## src/rtl/pulse_map_reader.sv

```systemverilog
// Sweeps the pulse-map BRAM one slot per fixed period, emitting a one-cycle pulse per non-zero entry.
// Define PULSE_MAP_READER_CLEAR_ON_READ_EN to write each non-zero slot back to 0 after its pulse.
module pulse_map_reader #(
    parameter int DEPTH       = 1024,
    parameter int READ_LAT    = 1,
    parameter int SLOT_CYCLES = 8
) (
    input  logic        clk,
    input  logic        rst,
    input  logic        run,
    output logic [31:0] bram_addr,
    input  logic [31:0] bram_data_out,
    output logic [31:0] bram_data_in,
    output logic        ena,
    output logic        bram_we,
    output logic        pulse_out,
    output logic        frame_done,
    output logic [31:0] pulse_count,
    output logic        busy
);

    localparam int EFF_SLOT = (SLOT_CYCLES > READ_LAT + 3) ? SLOT_CYCLES : READ_LAT + 3;
    localparam int IW       = (DEPTH > 1) ? $clog2(DEPTH) : 1;
    localparam int TW       = $clog2(EFF_SLOT + 1);

    typedef enum logic [2:0] {IDLE, ISSUE, WAIT, EVAL, CLEAR, PAD} state_t;

    state_t        state_q, state_d;
    logic [IW-1:0] idx_q, idx_d;
    logic [TW-1:0] timer_q, timer_d;
    logic          pulse_q, pulse_d;
    logic [31:0]   pulse_count_q, pulse_count_d;

    always_ff @(posedge clk or posedge rst) begin
        if (rst) begin
            state_q       <= IDLE;
            idx_q         <= '0;
            timer_q       <= '0;
            pulse_q       <= 1'b0;
            pulse_count_q <= '0;
        end else begin
            state_q       <= state_d;
            idx_q         <= idx_d;
            timer_q       <= timer_d;
            pulse_q       <= pulse_d;
            pulse_count_q <= pulse_count_d;
        end
    end

    always_comb begin
        state_d       = state_q;
        idx_d         = idx_q;
        timer_d       = timer_q + 1'b1;
        pulse_d       = 1'b0;
        pulse_count_d = pulse_count_q;
        ena           = 1'b0;
        bram_we       = 1'b0;
        frame_done    = 1'b0;
        case (state_q)
            IDLE: begin
                timer_d = '0;
                if (run) state_d = ISSUE;
            end
            ISSUE: begin
                ena     = 1'b1;
                state_d = (READ_LAT <= 1) ? EVAL : WAIT;
            end
            WAIT: begin
                if (timer_q == TW'(READ_LAT - 1)) state_d = EVAL;
            end
            EVAL: begin
                state_d = PAD;
                if (|bram_data_out) begin
                    pulse_d = 1'b1;
                    if (pulse_count_q != 32'hFFFF_FFFF) pulse_count_d = pulse_count_q + 32'd1;
`ifdef PULSE_MAP_READER_CLEAR_ON_READ_EN
                    state_d = CLEAR;
`endif
                end
            end
            CLEAR: begin
`ifdef PULSE_MAP_READER_CLEAR_ON_READ_EN
                ena     = 1'b1;
                bram_we = 1'b1;
`endif
                state_d = PAD;
            end
            PAD: begin
                // Slot end is timer-based so empty and full slots take the same time.
                if (timer_q == TW'(EFF_SLOT - 1)) begin
                    timer_d = '0;
                    state_d = run ? ISSUE : IDLE;
                    if (idx_q == IW'(DEPTH - 1)) begin
                        frame_done = 1'b1;
                        idx_d      = '0;
                    end else begin
                        idx_d = idx_q + 1'b1;
                    end
                end
            end
            default: state_d = IDLE;
        endcase
    end

    assign bram_addr    = {{(30 - IW){1'b0}}, idx_q, 2'b00};
    assign bram_data_in = 32'd0;
    assign pulse_out    = pulse_q;
    assign pulse_count  = pulse_count_q;
    assign busy         = (state_q != IDLE);

endmodule
```

## config.mk

```make
export PLATFORM = sky130hd
export DESIGN_NAME = pulse_map_reader
export DESIGN_NICKNAME = d
export VERILOG_FILES = /design/src/rtl/pulse_map_reader.sv
export SDC_FILE = /design/constraint.sdc
export NUM_CORES = 1
export LEC_CHECK = 0
export CELL_PAD_IN_SITES_DETAIL_PLACEMENT = 0
export CELL_PAD_IN_SITES_GLOBAL_PLACEMENT = 1
export CORE_MARGIN = 2
export CORE_UTILIZATION = 33
export CTS_CLUSTER_DIAMETER = 120
export CTS_CLUSTER_SIZE = 20
export DETAILED_ROUTE_END_ITERATION = 8
export GPL_TIMING_DRIVEN = 0
export PLACE_DENSITY = 0.9
export SYNTH_ARGS = -nofsm -noshare
export SYNTH_HDL_FRONTEND = slang
export SYNTH_SLANG_ARGS = --single-unit
```

## constraint.sdc

```tcl
create_clock -name clk -period 2.9 [get_ports clk]
set_input_delay 0.29 -clock clk [delete_from_list [all_inputs] [get_ports clk]]
set_output_delay 0.29 -clock clk [all_outputs]
set_load 0.05 [all_outputs]
```

==> flow_summary.toml, run 1 <==
[yosys]
syn_inst = 297
yosys_most_used_dff = "dfrtp_1"
synth-seq-cells = 50
ys_seq_area_share_pct = 42.8
ys_async_sr_fraction_pct = 100
yosys_warnings = 0
avgSynthCellArea_um2 = 9.83
synth_cell_types = 36
synth-edff-count = 0
netlist_area_um2 = 2920

[critical_path]
critPathTopFamily = "simple AND/OR/NAND/NOR gates"
arrival_ns = 2.14
criticalPathCategory = "flop to output pin"
crit_chain = "ha_1, nand4b_1, nand2b_1, nor2_1, dlymetal6s2s_1"
crit_required_ns = 2.61
start_kind = "flop"
cp_slowest_stage_delay_ns = 0.47
crit_path_max_fanout = 5
cp_slowest_cell = "dlymetal6s2s_1"
crit_buf_inv = 1
critPathCaptureType = "output pin"

[detailed_routing]
highest_layer = "met4"
drtIter0Drc = 87
drc = 0
wl_met3_um = 351
route.met2.wl_mm = 3.39
wire_per_inst_um = 12.4
vias_per_cell = 4.34
num_vias = 2377
met1_length_mm = 3.04
firstDrtPassIters = 4
ant_nets = 0
wl_mm = 6.79

[floorplan]
start_util_pct = 33.8
std_cell_rows = 34
core_area_um2 = 8640
die_y_um = 98.1
dieArea_um2 = 9620
io_pins = 136
die_w_um = 98.1

[sta]
max_freq_ghz = 0.411
whs_ns = 0.269
max-slew-margin-rel_pct = 57.0
finalSetupTns_ns = 0
finalWorstSetupSlack_ns = 0.467
rsz0062_at_grt = "no"
min_period_ns = 2.43
drv_slew = 0
finalSetupViolCount = 0
tightest_slew_ns = 0.645
fin_skew_ns = 0.00905
fin_crit_sh_pct = 83.9
hold_viol = 0

[global_route]
grt_pass1_vias = 2350
grt_antenna_before_repair = 0
grtUsageTotal_pct = 14.4
grt_pass1_wl_mm = 11.5
grt-ovfl-total = 0
grt_max_degree = 39

[cells_and_area]
n_fill_cell = 842
final_area_um2 = 4190
nets = 478
drive_gt1_share_pct = 17.5
final_cells = 548
syn2layout_area_growth_pct = 43.5
diodes = 0

[clock_tree]
cts_tree = "built"
path_clk_slew_ns = 0.09
cts_sinks = 50
root_buffer = "clkbuf_8"
insertion_delay_ns = 0.30
cts_buffer_depth = 2
cts_buffers = 5
hold_buffers = 0
h-tree-depth = 2

[place]
hpwl_mm = 5.40
dp_cells = 540
placed_area_um2 = 4080
pre_cts_ws_ns = 0.378
port_buffers = 80
gp_congestion = 0.827

[power_and_ir_drop]
p_clk_share_pct = 19.8
ir_worst_vdd_v = 0.000475
p_sw_mw = 1.01
comb_power_share_pct = 42.0
intPower_mw = 1.43
switching_share_pct = 41.3
powerDensity_nw_per_um2 = 581
seqPwrFrac_pct = 38.2
leakage_nw = 1.91

[run]
drv_cap = 0

[status]
status = "finished clean"

[worst_hold_path]
hold_class = "input port to async pin"
[logic make-up (layout without fill, tap and decap cells)]
group | count (synthesis) | count (layout) | synth area share [%]
other cells | 1 | 55 | 0.128
simple gates | 129 | 129 | 25.6
compound gates | 6 | 6 | 1.29
flops | 50 | 50 | 42.8
mux | 1 | 1 | 0.386
fa+ha+maj | 4 | 4 | 1.71
xor+xnor | 42 | 42 | 12.6
buf+inv | 64 | 153 | 15.5
[layout make-up]
| class | count | area [um^2] | share of cell area (%) |
|---|---|---|---|
| Clock buffer | 5 | 68.8 | 1.64 |
| Sequential cell | 50 | 1250 | 29.9 |
| Tap cell | 108 | 135 | 3.22 |
| Clock inverter | 3 | 40.0 | 0.956 |
| Inverter | 4 | 15.0 | 0.358 |
| Timing Repair Buffer | 81 | 823 | 19.6 |
| Buffer | 60 | 437 | 10.4 |
| Multi-Input combinational cell | 237 | 1420 | 33.9 |
[state kept, by name (all words and copies together) (netlist names)]
| register | flops |
|---|---|
| pulse_out | 1 |
| pulse_count | 32 |
| state_q | 3 |
| idx_q | 10 |
| timer_q | 4 |
[placed cells by master (no fill, tap or decap), types with 2 or more instances in the layout]
cell type | netlist | final
clkdlybuf4s50_1 | 0 | 79
and2_1 | 3 | 3
clkinv_2 | 0 | 2
nand3b_1 | 3 | 3
nand4b_1 | 2 | 2
xnor2_1 | 35 | 35
buf_2 | 4 | 4
nor4_2 | 3 | 3
nand3_1 | 20 | 20
conb_1 | 1 | 55
buf_4 | 55 | 55
nor4_1 | 10 | 10
nor2_1 | 15 | 15
a21oi_1 | 3 | 3
nand2_1 | 20 | 20
nor3_1 | 4 | 4
ha_1 | 4 | 4
dfrtp_1 | 50 | 50
inv_1 | 4 | 3
nand4_1 | 18 | 18
and4_1 | 6 | 6
xor2_1 | 7 | 7
clkbuf_8 | 0 | 5
nor2b_1 | 3 | 3
and3_1 | 13 | 13
[Yosys cell counts, types with 2 or more instances]
master | count | share of area (%)
a21oi_1 | 3 | 0.51
and2_1 | 3 | 0.64
and3_1 | 13 | 2.8
and4_1 | 6 | 1.8
buf_2 | 4 | 0.69
buf_4 | 55 | 14
dfrtp_1 | 50 | 43
ha_1 | 4 | 1.7
inv_1 | 4 | 0.51
nand2_1 | 20 | 2.6
nand3_1 | 20 | 3.4
nand3b_1 | 3 | 0.77
nand4_1 | 18 | 3.9
nand4b_1 | 2 | 0.60
nor2_1 | 15 | 1.9
nor2b_1 | 3 | 0.64
nor3_1 | 4 | 0.69
nor4_1 | 10 | 2.1
nor4_2 | 3 | 1.3
xnor2_1 | 35 | 10
xor2_1 | 7 | 2.1
[through the flow]
stage,utilization [%],power [mW]
global route,48.5,2.57
floorplan,-,1.66
global placement,47.0,1.93
finish,48.5,2.43
detailed placement,47.2,1.97
CTS,48.5,2.46
[routing by layer]
| layer | track usage, % | up-vias |
|---|---|---|
| li1 | - | 1200 |
| met1 | 19.3 | 1106 |
| met2 | 24.8 | 69 |
| met3 | 2.65 | 2 |
| met4 | 1.92 | 0 |
| met5 | 0 | - |
[worst paths after layout]
path	endpoint	depth (start not counted)	slack, ns	startpoint
worst min-delay path	timer_q[1]$_DFF_PP0_	2	0.27	rst
worst min register to register	timer_q[0]$_DFF_PP0_	1	0.49	timer_q[0]$_DFF_PP0_
worst max register to register	pulse_count[1]$_DFFE_PP0P_	6	0.82	pulse_count[17]$_DFFE_PP0P_
min in group clk	timer_q[0]$_DFF_PP0_	1	0.49	timer_q[0]$_DFF_PP0_
max in group asynchronous	pulse_count[12]$_DFFE_PP0P_	3	2.14	rst
worst max-delay path	frame_done	5	0.47	timer_q[0]$_DFF_PP0_
[what timing repair did]
item,in CTS,in global routing
resized for setup,0,1
setup buffers,0,0
endpoints found under the hold margin,0,0
setup endpoints to repair,0,1
[power by group through the flow]
stage	clock, mW	combinational (mW)	sequential [mW]
6_report	0.482	1.02	0.929
3_3_place_gp	0	0.996	0.937
5_1_grt	0.528	1.09	0.953
2_1_floorplan	0	0.542	1.12
4_1_cts	0.499	1.03	0.930
3_5_place_dp	0	1.02	0.942
Power figures use the tool's default switching activity.
==> inputs of run 2 (changes only) <==
Settings changed: CORE_UTILIZATION 33 to 30, PLACE_DENSITY 0.9 to 0.83.
Clock period 2.9 ns to 2.45 ns, I/O delays scaled along.
==> flow_summary.toml, run 2 (synthesis gave the netlist of run 1 again) <==
[clock_tree]
cts_buffers = 5
insertion_delay_ns = 0.31
post_cts_buffers = 0
cts_buffer_depth = 2
h-tree-depth = 2
cts_sinks = 50
root_buffer = "clkbuf_8"
hold_buffers = 0
path_clk_slew_ns = 0.09
cts_tree = "built"

[sta]
fin_crit_sh_pct = 94.2
max-slew-margin-rel_pct = 52.7
finalSetupViolCount = 0
whs_ns = 0.264
drv_slew = 0
fin_skew_ns = 0.00916
max_freq_ghz = 0.434
tightest_slew_ns = 0.709
finalSetupTns_ns = 0
min_period_ns = 2.31
rsz0062_at_grt = "no"
finalWorstSetupSlack_ns = 0.143
hold_viol = 0

[cells_and_area]
final_cell_mix = "79 x clkdlybuf4s50_1, 55 x buf_4, 55 x conb_1"
largest_reg_flops = 32
drive_gt1_share_pct = 18.0
nets = 478
diodes = 0
syn2layout_area_growth_pct = 44.6
fin_util_pct = 44.0
layout_commonest_cell = "clkdlybuf4s50_1"

[status]
status = "finished clean"

[power_and_ir_drop]
total_power_mw = 2.89
leakage_nw = 1.89
ir_worst_vdd_v = 0.000575
powerDensity_nw_per_um2 = 685

[floorplan]
std_cell_rows = 36
core_area_um2 = 9590
dieArea_um2 = 10500
die_y_um = 103
die_w_um = 103
io_pins = 136
start_util_pct = 30.4

[detailed_routing]
num_vias = 2424
drc = 0
ant_nets = 0
drtIter0Drc = 97
wl_mm = 6.81
firstDrtPassIters = 4
vias_per_cell = 4.23
wire_per_inst_um = 11.9

[global_route]
grt_antenna_before_repair = 0
grtUsageTotal_pct = 13.1
grt-ovfl-total = 0
grt_pass1_wl_mm = 11.0
grt_pass1_vias = 2327
grt_max_degree = 34

[place]
hpwl_mm = 5.24
pre_cts_ws_ns = -0.0594
port_buffers = 80
gp_congestion = 0.841

[critical_path]
reg2regPathDepth = 6
critPathCaptureType = "output pin"
start_kind = "flop"
crit_required_ns = 2.20
arrival_ns = 2.06
crit_path_max_fanout = 5
criticalPathCategory = "flop to output pin"

[run]
drv_cap = 0

[worst_hold_path]
hold_class = "input port to async pin"
run 2: final timing paths:
check	startpoint	to	slack, ns
max	timer_q[0]$_DFF_PP0_	frame_done	0.14
min	rst	idx_q[7]$_DFFE_PP0P_	0.26
max reg2reg	pulse_count[17]$_DFFE_PP0P_	pulse_count[1]$_DFFE_PP0P_	0.34
min reg2reg	timer_q[0]$_DFF_PP0_	timer_q[0]$_DFF_PP0_	0.49
max in group asynchronous	rst	pulse_count[23]$_DFFE_PP0P_	1.68
min in group clk	timer_q[0]$_DFF_PP0_	timer_q[0]$_DFF_PP0_	0.49
run 2: report_power, final:
group	internal [mW]	leakage, nW	switching (mW)
registers	0.953	0.651	0.147
logic	0.434	1.18	0.775
clock network	0.301	0.0579	0.281
run 2: what timing repair did:
item | in CTS | in global routing
pin swaps | 0 | 0
cloned | 0 | 0
setup endpoints to repair | 1 | 1
gates resized for setup | 3 | 1
run 2: final cells by class:
cell class	count	area, um^2
buffer	60	437
clock inverter	3	40.0
tap	133	166
inverter	4	15.0
timing repair buffer	81	822
sequential	50	1250
fill	948	5370
clock buffer	5	68.8
multi-input combinational	237	1420
run 2: metrics by stage:
step                cells  cell area (um^2)
detailed placement    565              4110
floorplan             351              3120
global placement      564              4090
finish                573              4220
global route          573              4220
CTS                   573              4220
run 2: critical path, stage by stage (launching register included):
cell             delay (ns)
dfrtp_1                0.40
ha_1                   0.21
nand4b_1               0.20
nand2b_1               0.28
nor2_2                 0.26
clkdlybuf4s15_2        0.41
run 2: per-layer routing:
layer  vias up  global-route usage, %  share of wire (%)
met5         -                      0                  0
met4         0                   2.26               0.35
met3         4                   2.85                5.6
met2        72                   22.4                 49
met1      1145                   17.3                 45
li1       1203                      -                  -
==> inputs of run 3 (changes only) <==
Settings changed: ABC_AREA from default to 1, CORE_ASPECT_RATIO from default to 1.1, CORE_UTILIZATION 30 to 31, CTS_BUF_LIST from default to sky130_fd_sc_hd__clkbuf_16, PLACE_DENSITY 0.83 to 0.85.
==> flow_summary.toml, run 3 <==
[sta]
min_period_ns = 2.18
max_freq_ghz = 0.458
drv_slew = 0
fin_skew_ns = 0.0101
hold_viol = 0
tightest_slew_ns = 0.538
finalSetupViolCount = 0
fin_crit_sh_pct = 89.1
rsz0062_at_grt = "no"
whs_ns = 0.209
max-slew-margin-rel_pct = 64.0

[critical_path]
path_common_cell = "nand3_1"
criticalPathCategory = "flop to output pin"
start_kind = "flop"
critPathTopFamily = "simple AND/OR/NAND/NOR gates"
cp_slowest_cell = "dfrtp_1"
crit_required_ns = 2.20
crit_chain = "ha_1, nand3_1, nor2_2, nand3_1, nor2_1, nand2_1, inv_1, buf_2"
crit_path_max_fanout = 4
cp_slowest_stage_delay_ns = 0.42
crit_buf_inv = 2
arrival_ns = 1.94
critPathCaptureType = "output pin"

[power_and_ir_drop]
leakage_nw = 2.47
p_clk_share_pct = 25.0
ir_worst_vdd_v = 0.000503
powerDensity_nw_per_um2 = 649
intPower_mw = 1.90
total_power_mw = 3.31
p_sw_mw = 1.41
switching_share_pct = 42.6
seqPwrFrac_pct = 32.7
comb_power_share_pct = 42.3

[global_route]
grt_pass1_vias = 3620
grtUsageTotal_pct = 15.8
grt_antenna_before_repair = 0
grt_pass1_wl_mm = 16.5
grt_max_degree = 40
grt-ovfl-total = 0
gr-usage-met1_pct = 19.5
grt_busiest_layer = "met2"
grt_use_met3_pct = 3.45
grt_use_met2_pct = 27.9

[detailed_routing]
num_vias = 3732
wire_per_inst_um = 11.7
firstDrtPassIters = 4
drc = 0
wl_mm = 9.96
ant_nets = 0
drtIter0Drc = 141
vias_per_cell = 4.37

[yosys]
synth-seq-cells = 50
synth_top_area_share_pct = 33.7
synth_area_leaders = "dfrtp_1 34%, nand2_1 21%, buf_4 11%, nor2_1 8.7%, nand3_1 7.4%"
yosys_most_used_dff = "dfrtp_1"
synth_common_cells = "205 x nand2_1, 86 x nor2_1, 55 x buf_4, 55 x nand3_1, 50 x dfrtp_1"
ys_async_sr_fraction_pct = 100
yosys_warnings = 0
syn_inst = 561
netlist_area_um2 = 3710
yosysMostFrequentCell = "nand2_1"
ys_seq_area_share_pct = 33.7
avgSynthCellArea_um2 = 6.62
synth-edff-count = 0
yosysTopAreaCell = "dfrtp_1"
synth_cell_types = 26

[place]
port_buffers = 80
hpwl_mm = 7.86
dp_cells = 846
gp_congestion = 0.871

[floorplan]
die_w_um = 108
std_cell_rows = 41
core_area_um2 = 11600
io_pins = 136
die_y_um = 119
dieArea_um2 = 12900
start_util_pct = 32.0

[cells_and_area]
final_cell_mix = "205 x nand2_1, 85 x nor2_1, 79 x clkdlybuf4s50_1"
drive_gt1_share_pct = 12.2
syn2layout_area_growth_pct = 37.2
diodes = 0
nets = 742
largest_reg_flops = 32
layout_commonest_cell = "nand2_1"
final_cells = 854

[clock_tree]
cts_sinks = 50
cts_buffers = 5
h-tree-depth = 2
insertion_delay_ns = 0.30
path_clk_slew_ns = 0.07
post_cts_buffers = 0
cts_tree = "built"
root_buffer = "clkbuf_16"
cts_buffer_depth = 2

[run]
drv_cap = 0

[worst_hold_path]
hold_class = "input port to async pin"

[status]
status = "finished clean"
-- run 3: cell count changes in the layout (fill, tap and decap cells not counted), sizes merged, moves of 7 or more --
cell | previous run | this run
and3 | 14 | 0
xnor2 | 35 | 9
inv | 4 | 45
o21ai | 1 | 8
buf | 60 | 67
nand2 | 21 | 207
nand3 | 20 | 56
nor2 | 15 | 91
and4 | 8 | 0
nor4 | 13 | 0
nand4 | 18 | 5
-- run 3: timing repair --
item / 4_1_cts / 5_1_grt
gates cloned: 0 / 0
endpoints found under the setup margin: 1 / 1
resized for setup: 3 / 3
hold buffers: 0 / 0
-- run 3: area by class of cell --
class / instances / area, um^2
buffer: 65 / 482
clock buffer: 5 / 125
clock inverter: 3 / 48.8
fill: 1220 / 6500
inverter: 44 / 165
multi-input combinational: 456 / 2020
sequential: 50 / 1250
tap: 150 / 188
timing repair buffer: 81 / 816
-- run 3: layer usage --
metal | wire length, um | vias up | share of wire (%)
met3 | 531 | 12 | 5.3
li1 | - | 1914 | -
met2 | 4970 | 90 | 50
met5 | 0 | - | 0
met4 | 104 | 0 | 1.0
met1 | 4350 | 1716 | 44
-- run 3: stage by stage --
stage	setup slack (ns)	utilization [%]	cell area (um^2)	TNS, ns
global placement	-0.0949	42.3	4910	-4.55
floorplan	0.370	-	3920	0
detailed placement	0.00605	42.5	4930	0
CTS	0.0792	44.0	5100	0
global route	0.0738	44.0	5100	0
finish	0.267	44.0	5100	0
-- run 3: worst paths after layout --
path	from	end	slack, ns	cells past startpoint
worst max-delay path	idx_q[0]$_DFFE_PP0P_	frame_done	0.27	8
worst min-delay path	rst	idx_q[8]$_DFFE_PP0P_	0.21	2
worst max register to register	pulse_count[0]$_DFFE_PP0P_	pulse_count[5]$_DFFE_PP0P_	0.35	10
worst min register to register	timer_q[0]$_DFF_PP0_	timer_q[0]$_DFF_PP0_	0.49	1
max in group asynchronous	rst	pulse_count[10]$_DFFE_PP0P_	1.73	3
min in group clk	timer_q[0]$_DFF_PP0_	timer_q[0]$_DFF_PP0_	0.49	1
-- run 3: power by group through the flow --
stage / Combinational (mW) / Clock [mW] / Sequential, mW
detailed placement: 1.41 / 0 / 1.09
finish: 1.40 / 0.825 / 1.08
global route: 1.53 / 0.883 / 1.10
CTS: 1.41 / 0.839 / 1.08
global placement: 1.38 / 0 / 1.09
floorplan: 0.822 / 0 / 1.27
-- run 3: logic make-up after synthesis --
kind of cell,Yosys count,share of synthesized area [%]
flip-flops,50,33.7
AO/OA/AOI/OAI,12,1.89
adder cells (fa/ha/maj),4,1.35
other,1,0.101
XOR/XNOR,17,4.01
buffers and inverters,109,17.4
AND/OR/NAND/NOR,368,41.6
